$ cat src/rtl/btn_pkg.sv
// Shared constants and helpers for the push-button front end.
package btn_pkg;

    // Default timing at a 100 MHz system clock.
    localparam int DEBOUNCE_20MS = 2_000_000;
    localparam int HOLD_500MS    = 50_000_000;
    localparam int REPEAT_100MS  = 10_000_000;

    typedef enum logic {
        PH_HOLD   = 1'b0,
        PH_REPEAT = 1'b1
    } rep_phase_e;

    // Width of a counter that must hold values 0..max_val.
    function automatic int clog2_cnt(input int max_val);
        return (max_val < 1) ? 1 : $clog2(max_val + 1);
    endfunction

endpackage

$ cat src/rtl/btn_conditioner_if.sv
// Button bundle between board pins and the UI control logic.
interface btn_conditioner_if #(
    parameter int N_BTN = 5
);
    logic [N_BTN-1:0] btn_raw;
    logic [N_BTN-1:0] btn_level;
    logic [N_BTN-1:0] btn_press;
    logic [N_BTN-1:0] btn_release;
    logic [N_BTN-1:0] btn_repeat;
    logic             any_press;

    modport master (
        output btn_raw,
        input  btn_level, btn_press, btn_release, btn_repeat, any_press
    );

    modport slave (
        input  btn_raw,
        output btn_level, btn_press, btn_release, btn_repeat, any_press
    );
endinterface

$ cat src/rtl/btn_channel.sv
// One button channel: 2-flop synchroniser, stable-count debounce,
// press/release pulses and optional hold-to-auto-repeat.
module btn_channel
    import btn_pkg::*;
#(
    parameter int DEBOUNCE_CYCLES = DEBOUNCE_20MS,
    parameter int REPEAT_EN       = 1,
    parameter int HOLD_CYCLES     = HOLD_500MS,
    parameter int REPEAT_CYCLES   = REPEAT_100MS
) (
    input  logic clk,
    input  logic rst,
    input  logic btn_raw_i,
    output logic level_o,
    output logic press_o,
    output logic release_o,
    output logic repeat_o,
    output logic press_d_o
);
    localparam int               CNT_W    = clog2_cnt(DEBOUNCE_CYCLES);
    localparam logic [CNT_W-1:0] CNT_LAST = CNT_W'(DEBOUNCE_CYCLES - 1);

    logic             s1_q, s2_q;
    logic             level_q, level_d;
    logic [CNT_W-1:0] cnt_q, cnt_d;
    logic             press_q, press_d;
    logic             release_q, release_d;
    logic             accept;

    assign accept = (s2_q != level_q) && (cnt_q == CNT_LAST);

    // Any sample matching the current level restarts the stability count.
    always_comb begin
        cnt_d     = '0;
        level_d   = level_q;
        press_d   = 1'b0;
        release_d = 1'b0;
        if (s2_q != level_q) begin
            if (accept) begin
                level_d   = s2_q;
                press_d   = s2_q;
                release_d = ~s2_q;
            end else begin
                cnt_d = cnt_q + CNT_W'(1);
            end
        end
    end

    always_ff @(posedge clk) begin
        if (rst) begin
            s1_q      <= 1'b0;
            s2_q      <= 1'b0;
            cnt_q     <= '0;
            level_q   <= 1'b0;
            press_q   <= 1'b0;
            release_q <= 1'b0;
        end else begin
            s1_q      <= btn_raw_i;
            s2_q      <= s1_q;
            cnt_q     <= cnt_d;
            level_q   <= level_d;
            press_q   <= press_d;
            release_q <= release_d;
        end
    end

    assign level_o   = level_q;
    assign press_o   = press_q;
    assign release_o = release_q;
    assign press_d_o = press_d;

    if (REPEAT_EN != 0) begin : g_rep
        localparam int HOLD_MAX = (HOLD_CYCLES > REPEAT_CYCLES) ? HOLD_CYCLES : REPEAT_CYCLES;
        localparam int HOLD_W   = clog2_cnt(HOLD_MAX);

        rep_phase_e        phase_q;
        logic [HOLD_W-1:0] hold_q;
        logic [HOLD_W-1:0] target;
        logic              repeat_q;

        assign target = (phase_q == PH_REPEAT) ? HOLD_W'(REPEAT_CYCLES - 1)
                                               : HOLD_W'(HOLD_CYCLES - 1);

        // Counter never passes target, so it cannot wrap into a stray pulse;
        // the release edge itself (accept while level=1) clears it.
        always_ff @(posedge clk) begin
            if (rst) begin
                phase_q  <= PH_HOLD;
                hold_q   <= '0;
                repeat_q <= 1'b0;
            end else begin
                repeat_q <= 1'b0;
                if (!level_q || accept) begin
                    phase_q <= PH_HOLD;
                    hold_q  <= '0;
                end else if (hold_q == target) begin
                    phase_q  <= PH_REPEAT;
                    hold_q   <= '0;
                    repeat_q <= 1'b1;
                end else begin
                    hold_q <= hold_q + HOLD_W'(1);
                end
            end
        end

        assign repeat_o = repeat_q;
    end else begin : g_norep
        assign repeat_o = 1'b0;
    end

endmodule

$ cat src/rtl/btn_conditioner.sv
// Multi-channel push-button front end: N_BTN independent conditioned
// channels plus a registered any_press summary.
module btn_conditioner
    import btn_pkg::*;
#(
    parameter int N_BTN           = 5,
    parameter int DEBOUNCE_CYCLES = DEBOUNCE_20MS,
    parameter int REPEAT_EN       = 1,
    parameter int HOLD_CYCLES     = HOLD_500MS,
    parameter int REPEAT_CYCLES   = REPEAT_100MS
) (
    input  logic               clk,
    input  logic               rst,
    btn_conditioner_if.slave   bus
);
    if (N_BTN < 1 || DEBOUNCE_CYCLES < 1 || HOLD_CYCLES < 1 || REPEAT_CYCLES < 1) begin : g_param_check
        $error("btn_conditioner: N_BTN and all *_CYCLES parameters must be >= 1");
    end

    logic [N_BTN-1:0] press_d;
    logic             any_press_q;

    for (genvar i = 0; i < N_BTN; i++) begin : g_ch
        btn_channel #(
            .DEBOUNCE_CYCLES (DEBOUNCE_CYCLES),
            .REPEAT_EN       (REPEAT_EN),
            .HOLD_CYCLES     (HOLD_CYCLES),
            .REPEAT_CYCLES   (REPEAT_CYCLES)
        ) u_ch (
            .clk       (clk),
            .rst       (rst),
            .btn_raw_i (bus.btn_raw[i]),
            .level_o   (bus.btn_level[i]),
            .press_o   (bus.btn_press[i]),
            .release_o (bus.btn_release[i]),
            .repeat_o  (bus.btn_repeat[i]),
            .press_d_o (press_d[i])
        );
    end

    // Registered from the channels' next-state so it lines up with btn_press.
    always_ff @(posedge clk) begin
        if (rst) begin
            any_press_q <= 1'b0;
        end else begin
            any_press_q <= |press_d;
        end
    end

    assign bus.any_press = any_press_q;

endmodule

$ cat src/flat_wrapper.sv
// flat-port wrapper written by rule: the top's interface ports become plain ports
module btn_conditioner_flat import btn_pkg::*;
#(
    parameter int N_BTN           = 5,
    parameter int DEBOUNCE_CYCLES = DEBOUNCE_20MS,
    parameter int REPEAT_EN       = 1,
    parameter int HOLD_CYCLES     = HOLD_500MS,
    parameter int REPEAT_CYCLES   = REPEAT_100MS
)
  (clk, rst, bus_btn_raw, bus_btn_level, bus_btn_press, bus_btn_release, bus_btn_repeat, bus_any_press);
  btn_conditioner_if #(.N_BTN(N_BTN)) bus_i ();
  input  logic clk;
  input  logic rst;
  input wire logic [$bits(bus_i.btn_raw)-1:0] bus_btn_raw;
  output wire logic [$bits(bus_i.btn_level)-1:0] bus_btn_level;
  output wire logic [$bits(bus_i.btn_press)-1:0] bus_btn_press;
  output wire logic [$bits(bus_i.btn_release)-1:0] bus_btn_release;
  output wire logic [$bits(bus_i.btn_repeat)-1:0] bus_btn_repeat;
  output wire logic [$bits(bus_i.any_press)-1:0] bus_any_press;
  assign bus_i.btn_raw = bus_btn_raw;
  assign bus_btn_level = bus_i.btn_level;
  assign bus_btn_press = bus_i.btn_press;
  assign bus_btn_release = bus_i.btn_release;
  assign bus_btn_repeat = bus_i.btn_repeat;
  assign bus_any_press = bus_i.any_press;
  btn_conditioner #(.N_BTN(N_BTN), .DEBOUNCE_CYCLES(DEBOUNCE_CYCLES), .REPEAT_EN(REPEAT_EN), .HOLD_CYCLES(HOLD_CYCLES), .REPEAT_CYCLES(REPEAT_CYCLES)) u_core (.clk(clk), .rst(rst), .bus(bus_i));
endmodule
$ cat config.mk
export PLATFORM = sky130hd
export DESIGN_NAME = btn_conditioner_flat
export DESIGN_NICKNAME = d
export VERILOG_FILES = /design/src/rtl/btn_pkg.sv /design/src/rtl/btn_conditioner_if.sv /design/src/rtl/btn_channel.sv /design/src/rtl/btn_conditioner.sv /design/src/flat_wrapper.sv
export SDC_FILE = /design/constraint.sdc
export NUM_CORES = 1
export LEC_CHECK = 0
export BUFFER_PORTS_ARGS = -buffer_cell sky130_fd_sc_hd__buf_2
export CORE_MARGIN = 4
export CORE_UTILIZATION = 55
export DETAILED_ROUTE_END_ITERATION = 8
export PLACE_DENSITY = 0.75
export RECOVER_POWER = 100
export SETUP_SLACK_MARGIN = 0.2
export SYNTH_ARGS = -nofsm -noshare
export SYNTH_HDL_FRONTEND = slang
export SYNTH_HIERARCHICAL = 1
export SYNTH_SLANG_ARGS = --single-unit
$ cat constraint.sdc
create_clock -name clk -period 3.9 [get_ports clk]
set_input_delay 0.585 -clock clk [delete_from_list [all_inputs] [get_ports clk]]
set_output_delay 0.585 -clock clk [all_outputs]
set_load 0.005 [all_outputs]
# [Yosys cells after proc, flatten, opt, wreduce, memory -nomap -nowiden]
# Cells that the tools add are included.
[classes] n_addsub=10 reduce_logical=41 eq_ne=15 mux=20 bitwise_logic=15
[op_table] op="$add 26x1->26 const B" count=5
[op_table] op="$eq 26x26->1" count=5
[op_table] op="$mux 26" count=5
[op_table] op="$add 21x1->21 const B" count=5
[op_table] op="$eq 21x21->1 const B" count=5
[op_table] op="$reduce_or 3->1" count=15
[op_table] op="$mux 1" count=15
[op_table] op="$not 1->1" count=15
[op_table] op="$reduce_and 2->1" count=5
[op_table] op="$reduce_or 2->1" count=5
[op_table] op="$logic_and 1x1->1" count=5
[op_table] op="$logic_not 1->1" count=5
[op_table] op="$logic_or 1x1->1" count=5
[op_table] op="$ne 1x1->1" count=5
[op_table] op="$reduce_or 5->1" count=1
[totals] output_inout_bits=21 regBits=271 word_cells=147

# [Depth between registers and ports, before layout]
[depth] depth_word=5 ltp_mapped=7 ltp_nobuf=7

# [Modules after synthesis]
# The synthesis kept the hierarchy.
[modules_own_cells] mod="btn_channel at u_core.g_ch[0].u_ch ..." seq_area_each_um2=1081.0 cells_per_inst=275 area_each_um2=2477.4 n_inst=3
[modules_own_cells] mod="btn_channel at u_core.g_ch[2].u_ch" seq_area_each_um2=1081.0 cells_per_inst=278 area_each_um2=2522.4 n_inst=1
[modules_own_cells] mod="btn_channel at u_core.g_ch[4].u_ch" seq_area_each_um2=1081.0 cells_per_inst=283 area_each_um2=2522.4 n_inst=1
[modules_own_cells] mod="btn_conditioner" seq_area_each_um2=20.0 cells_per_inst=4 area_each_um2=33.8 n_inst=1

# [Worst setup path before layout]
# No wires, ideal clock.
[synth_timing] path_type="reg-to-reg" startpoint="register u_core.g_ch[4].u_ch.cnt_q[0]" endpoint="register u_core.g_ch[4].u_ch.g_rep.hold_q[13]" arrival_ns=2.243 setup_time_ns=0.132 slack_ns=1.525 stages_incl_launch_ff=7 n_path_buf=1 synth_period_minus_slack_ns=2.375 cell_sequence="dfxtp_1 ha_1 nand2_1 or4_1 o31ai_1 clkbuf_1 nor3_1"
[synth_between] elab_chain_cells=4
[synth_rtl] element="start: declaration" line_no="btn_channel.sv:25" rtl="logic [CNT_W-1:0] cnt_q, cnt_d;"
[synth_rtl] element="start signal: assignment" line_no="btn_channel.sv:60" rtl="cnt_q <= cnt_d;"
[synth_rtl] element="$eq 21x21->1" line_no="btn_channel.sv:30" rtl="assign accept = (s2_q != level_q) && (cnt_q == CNT_LAST);"
[synth_rtl] element="$logic_and 1x1->1" line_no="btn_channel.sv:30"
[synth_rtl] element="$logic_or 1x1->1" line_no="btn_channel.sv:93" rtl="if (!level_q || accept) begin"
[synth_rtl] element="$reduce_or 3->1 (no line)"
[synth_rtl] element="end signal: assignment" line_no="btn_channel.sv:101" rtl="hold_q <= hold_q + HOLD_W'(1);"
[synth_rtl] element="end: declaration" line_no="btn_channel.sv:77" rtl="logic [HOLD_W-1:0] hold_q;"
# No other way between the ends.
# A chain may end at the register's enable or synchronous reset.

# [Worst setup path after layout]
[layout_timing] startpoint="register u_core.g_ch[4].u_ch.cnt_q[3]" endpoint="register u_core.g_ch[4].u_ch.g_rep.hold_q[15]"
# The elaborated chain is that of the path after synthesis.

==> results.sh <==
export IMPL_outcome="completed"
export IMPL_wl_um=24800
export IMPL_grt_ovfl_total=0
export IMPL_syn_mean_instance_area_um2=9.00
export IMPL_antenna_cells=0
export IMPL_cts_post_setup_buffers_inserted=0
export IMPL_synthTopCellsByCount="271 x dfxtp_1, 101 x nor2_1, 95 x nor3_1"
export IMPL_fin_worst_skew_ns=0.00871
export IMPL_p_sw_share_pct=19.6
export IMPL_post_drt_via_cell_ratio=5.97
export IMPL_worstReg2RegStart="u_core/g_ch[4].u_ch/cnt_q[3]"
export IMPL_p_per_area_nw_per_um2=400
export IMPL_htree_levels=1
export IMPL_ys_warn_count=6
export IMPL_yosysTopAreaCell="dfxtp_1"
export IMPL_ctsHoldBuffers=0
export IMPL_root_buffer="clkbuf_16"
export IMPL_reg2regPathDepth=5
export IMPL_p_leak_nw=3.91
export IMPL_die_h_um=159
export IMPL_core_um2=22100
export IMPL_start_kind="flip-flop"
export IMPL_slew_violations=0
export IMPL_tns_ns=0
export IMPL_drt_iter0_markers=604
export IMPL_hpwlAfterDp_um=16400
export IMPL_drive_above_1_share_pct=5.73
export IMPL_path_cells="nand4_1 > or4_1 > o31ai_2 > buf_4 > a211oi_1"
export IMPL_nNetsFinal=1428
export IMPL_grt_usage_pct=19.1
export IMPL_numPortBuffers=27
export IMPL_num_vias=10227
export IMPL_slew_headroom_pct=8.23
export IMPL_cp_end_kind="flip-flop"
export IMPL_critPathArrivalTime_ns=3.34
export IMPL_start_util_pct=56.6
export IMPL_pwr_share_comb_pct=0.5
export IMPL_crit_start="u_core/g_ch[4].u_ch/cnt_q[3]"
export IMPL_synth_edf_count=0
export IMPL_wl_per_cell_um=14.5
export IMPL_power_switching_mw=1.07
export IMPL_synth_area_um2=12500
export IMPL_cts_repair_resized=0
export IMPL_clkPwrFrac_pct=48.5
export IMPL_die_area_um2=25200
export IMPL_ys_flop_type="dfxtp_1"
export IMPL_rows=54
export IMPL_yosysMostFrequentCell="dfxtp_1"
export IMPL_synth_area_leaders="dfxtp_1 43%, xnor2_1 5.5%, xor2_1 3.9%, nor3_1 3.8%, nand3_1 3.6%"
export IMPL_drc_errors=0
export IMPL_yosysUniqueCellTypes=51
export IMPL_r2r_end="u_core/g_ch[4].u_ch/g_rep.hold_q[15]"
export IMPL_synth_seq_cells=271
export IMPL_path_class="reg2reg"
export IMPL_critical_path_max_stage_delay_ns=0.97
export IMPL_r2r_slack_ns=0.93
export IMPL_hold_viol=0
export IMPL_pin_count=28
export IMPL_fillCellCount=1926
export IMPL_ys_async_sr_fraction_pct=0
export IMPL_place_ws_ns=1.32
export IMPL_ys_seq_area_share_pct=43.4
export IMPL_crit_fanout=18
export IMPL_synthToLayoutAreaGrowth_pct=8.99
export IMPL_ant_nets=0
export IMPL_synth_nets=1407
export IMPL_cp_slowest_cell="o31ai_2"
export IMPL_place_congestion=0.800
export IMPL_fin_crit_sh_pct=76.1
export IMPL_intPower_mw=4.39
export IMPL_cts_max_path_buffers=3
export IMPL_whs_path_depth=2
export IMPL_cts_tree="done"
export IMPL_crit_required_ns=4.27
export IMPL_clk_latency_ns=0.53
export IMPL_grt_pass1_wl_um=43500
export IMPL_rsz0062_at_grt="no"
export IMPL_setup_viol=0
export IMPL_grt_max_degree=30
export IMPL_grt_pass1_vias=9482
export IMPL_seqPwrFrac_pct=50.9
export IMPL_antenna_found_initial=0
export IMPL_drv_cap=0
export IMPL_setup_slack_ns=0.930
export IMPL_min_from="bus_btn_raw[2]"
export IMPL_clkTransAtPathRegs_ns=0.06
export IMPL_cts_sinks=271
export IMPL_irDropWorstVdd_mv=0.271
export IMPL_numCtsBuffers=28
export IMPL_max_clock_freq_mhz=337
export IMPL_yosysTopAreaCellShare_pct=43.4
export IMPL_min_path_type="in2reg"
export IMPL_min_period_ns=2.97
export IMPL_syn_inst=1390
export IMPL_tightestPinTransition_ns=1.38
export IMPL_die_w_um=159
export IMPL_power_mw=5.46
export IMPL_holdPathEnd="u_core/g_ch[2].u_ch/s1_q"
export IMPL_drt_pre_antenna_iters=5
## metrics by stage
stage	util [%]	instance area, µm²	cells	hold WS [ns]
after floorplan	-	12500	1390	0.414
after global placement	58.3	12900	1661	0.423
after detailed placement	58.3	12900	1661	0.429
after CTS	62.5	13800	1712	0.246
after global routing	61.7	13600	1712	0.264
final	61.7	13600	1712	0.263
## cells by family (layout without fill, tap and decap cells)
logic type / after synthesis / count (layout) / synth area share [%]
and+or+nand+nor: 686 / 686 / 31.7
xor gates and xnor gates: 135 / 135 / 9.45
AOI/OAI and AO/OA: 201 / 201 / 11.1
adders and majority gates: 10 / 10 / 1.00
buffers and inverters: 87 / 129 / 3.35
DFF: 271 / 271 / 43.4
## cells in the final DEF, fill, tap and decap left out, types with 15 or more instances in the layout
cell type	netlist	routed
a211oi_1	44	52
a21oi_1	40	40
and3_1	19	19
and4_1	32	32
clkbuf_1	22	34
clkbuf_16	0	29
dfxtp_1	271	271
inv_1	37	37
nand2_1	62	62
nand3_1	91	91
nand4_1	55	55
nor2_1	101	101
nor2b_1	15	15
nor3_1	95	95
nor4_1	33	33
nor4b_1	15	15
o21ai_0	59	59
o31ai_1	32	31
or3_1	66	66
or4_1	35	36
xnor2_1	79	79
xor2_1	56	56
## sequential cells by signal, summed over array words and instances, names as in the netlist
register and flops:
u_core/g_ch.u_ch/release_o 5, u_core/g_ch.u_ch/g_rep.phase_q 5, u_core/g_ch.u_ch/s2_q 5, u_core/g_ch.u_ch/press_o 5
u_core/g_ch.u_ch/level_o 5, u_core/g_ch.u_ch/repeat_o 5, u_core/bus.any_press 1, u_core/g_ch.u_ch/g_rep.hold_q 130
u_core/g_ch.u_ch/s1_q 5, u_core/g_ch.u_ch/cnt_q 105
## area by class of cell
cell class | instances | area, µm² | share of cell area [%]
Clock inverter | 6 | 80.1 | 0.587
Tap cell | 280 | 350 | 2.57
Multi-Input combinational cell | 1032 | 6610 | 48.5
Sequential cell | 271 | 5430 | 39.8
Clock buffer | 45 | 846 | 6.20
Timing Repair Buffer | 41 | 186 | 1.37
Inverter | 37 | 139 | 1.02
## power by group through the flow
stage | Clock (mW) | Combinational, mW | Sequential [mW]
after CTS | 2.70 | 0.0333 | 2.78
after global placement | 0 | 0.0324 | 2.84
final | 2.65 | 0.0297 | 2.78
after detailed placement | 0 | 0.0333 | 2.84
after floorplan | 0 | 0.0162 | 2.84
after global routing | 2.82 | 0.0339 | 2.78
## worst max path at each step
stage / endpoint / slack (ns) / cells past startpoint
final: u_core/g_ch[4].u_ch/g_rep.hold_q[15] / 0.93 / 5
after global routing: u_core/g_ch[4].u_ch/g_rep.hold_q[9] / 0.68 / 5
after CTS: u_core/g_ch[4].u_ch/g_rep.hold_q[15] / 1.31 / 5
after detailed placement: u_core/g_ch[4].u_ch/g_rep.hold_q[23] / 1.32 / 5
after global placement: u_core/g_ch[4].u_ch/g_rep.hold_q[23] / 1.37 / 5
after floorplan: u_core/g_ch[4].u_ch/g_rep.hold_q[13] / 1.53 / 6
## routing by layer
layer,GRT usage [%],part of all wire [%]
met5,0,0
met4,4.18,1.2
met3,2.49,3.3
met2,31.8,46
met1,26.6,49
## worst max-delay path: cells and delay by family, from the launching register on
family,cells,cell delay [ns]
buffers and inverters,1,0.33
AO/OA/AOI/OAI,2,1.04
AND/OR/NAND/NOR,2,1.03
flip-flops,1,0.41
Note: power is estimated with default switching activity, not from simulation.
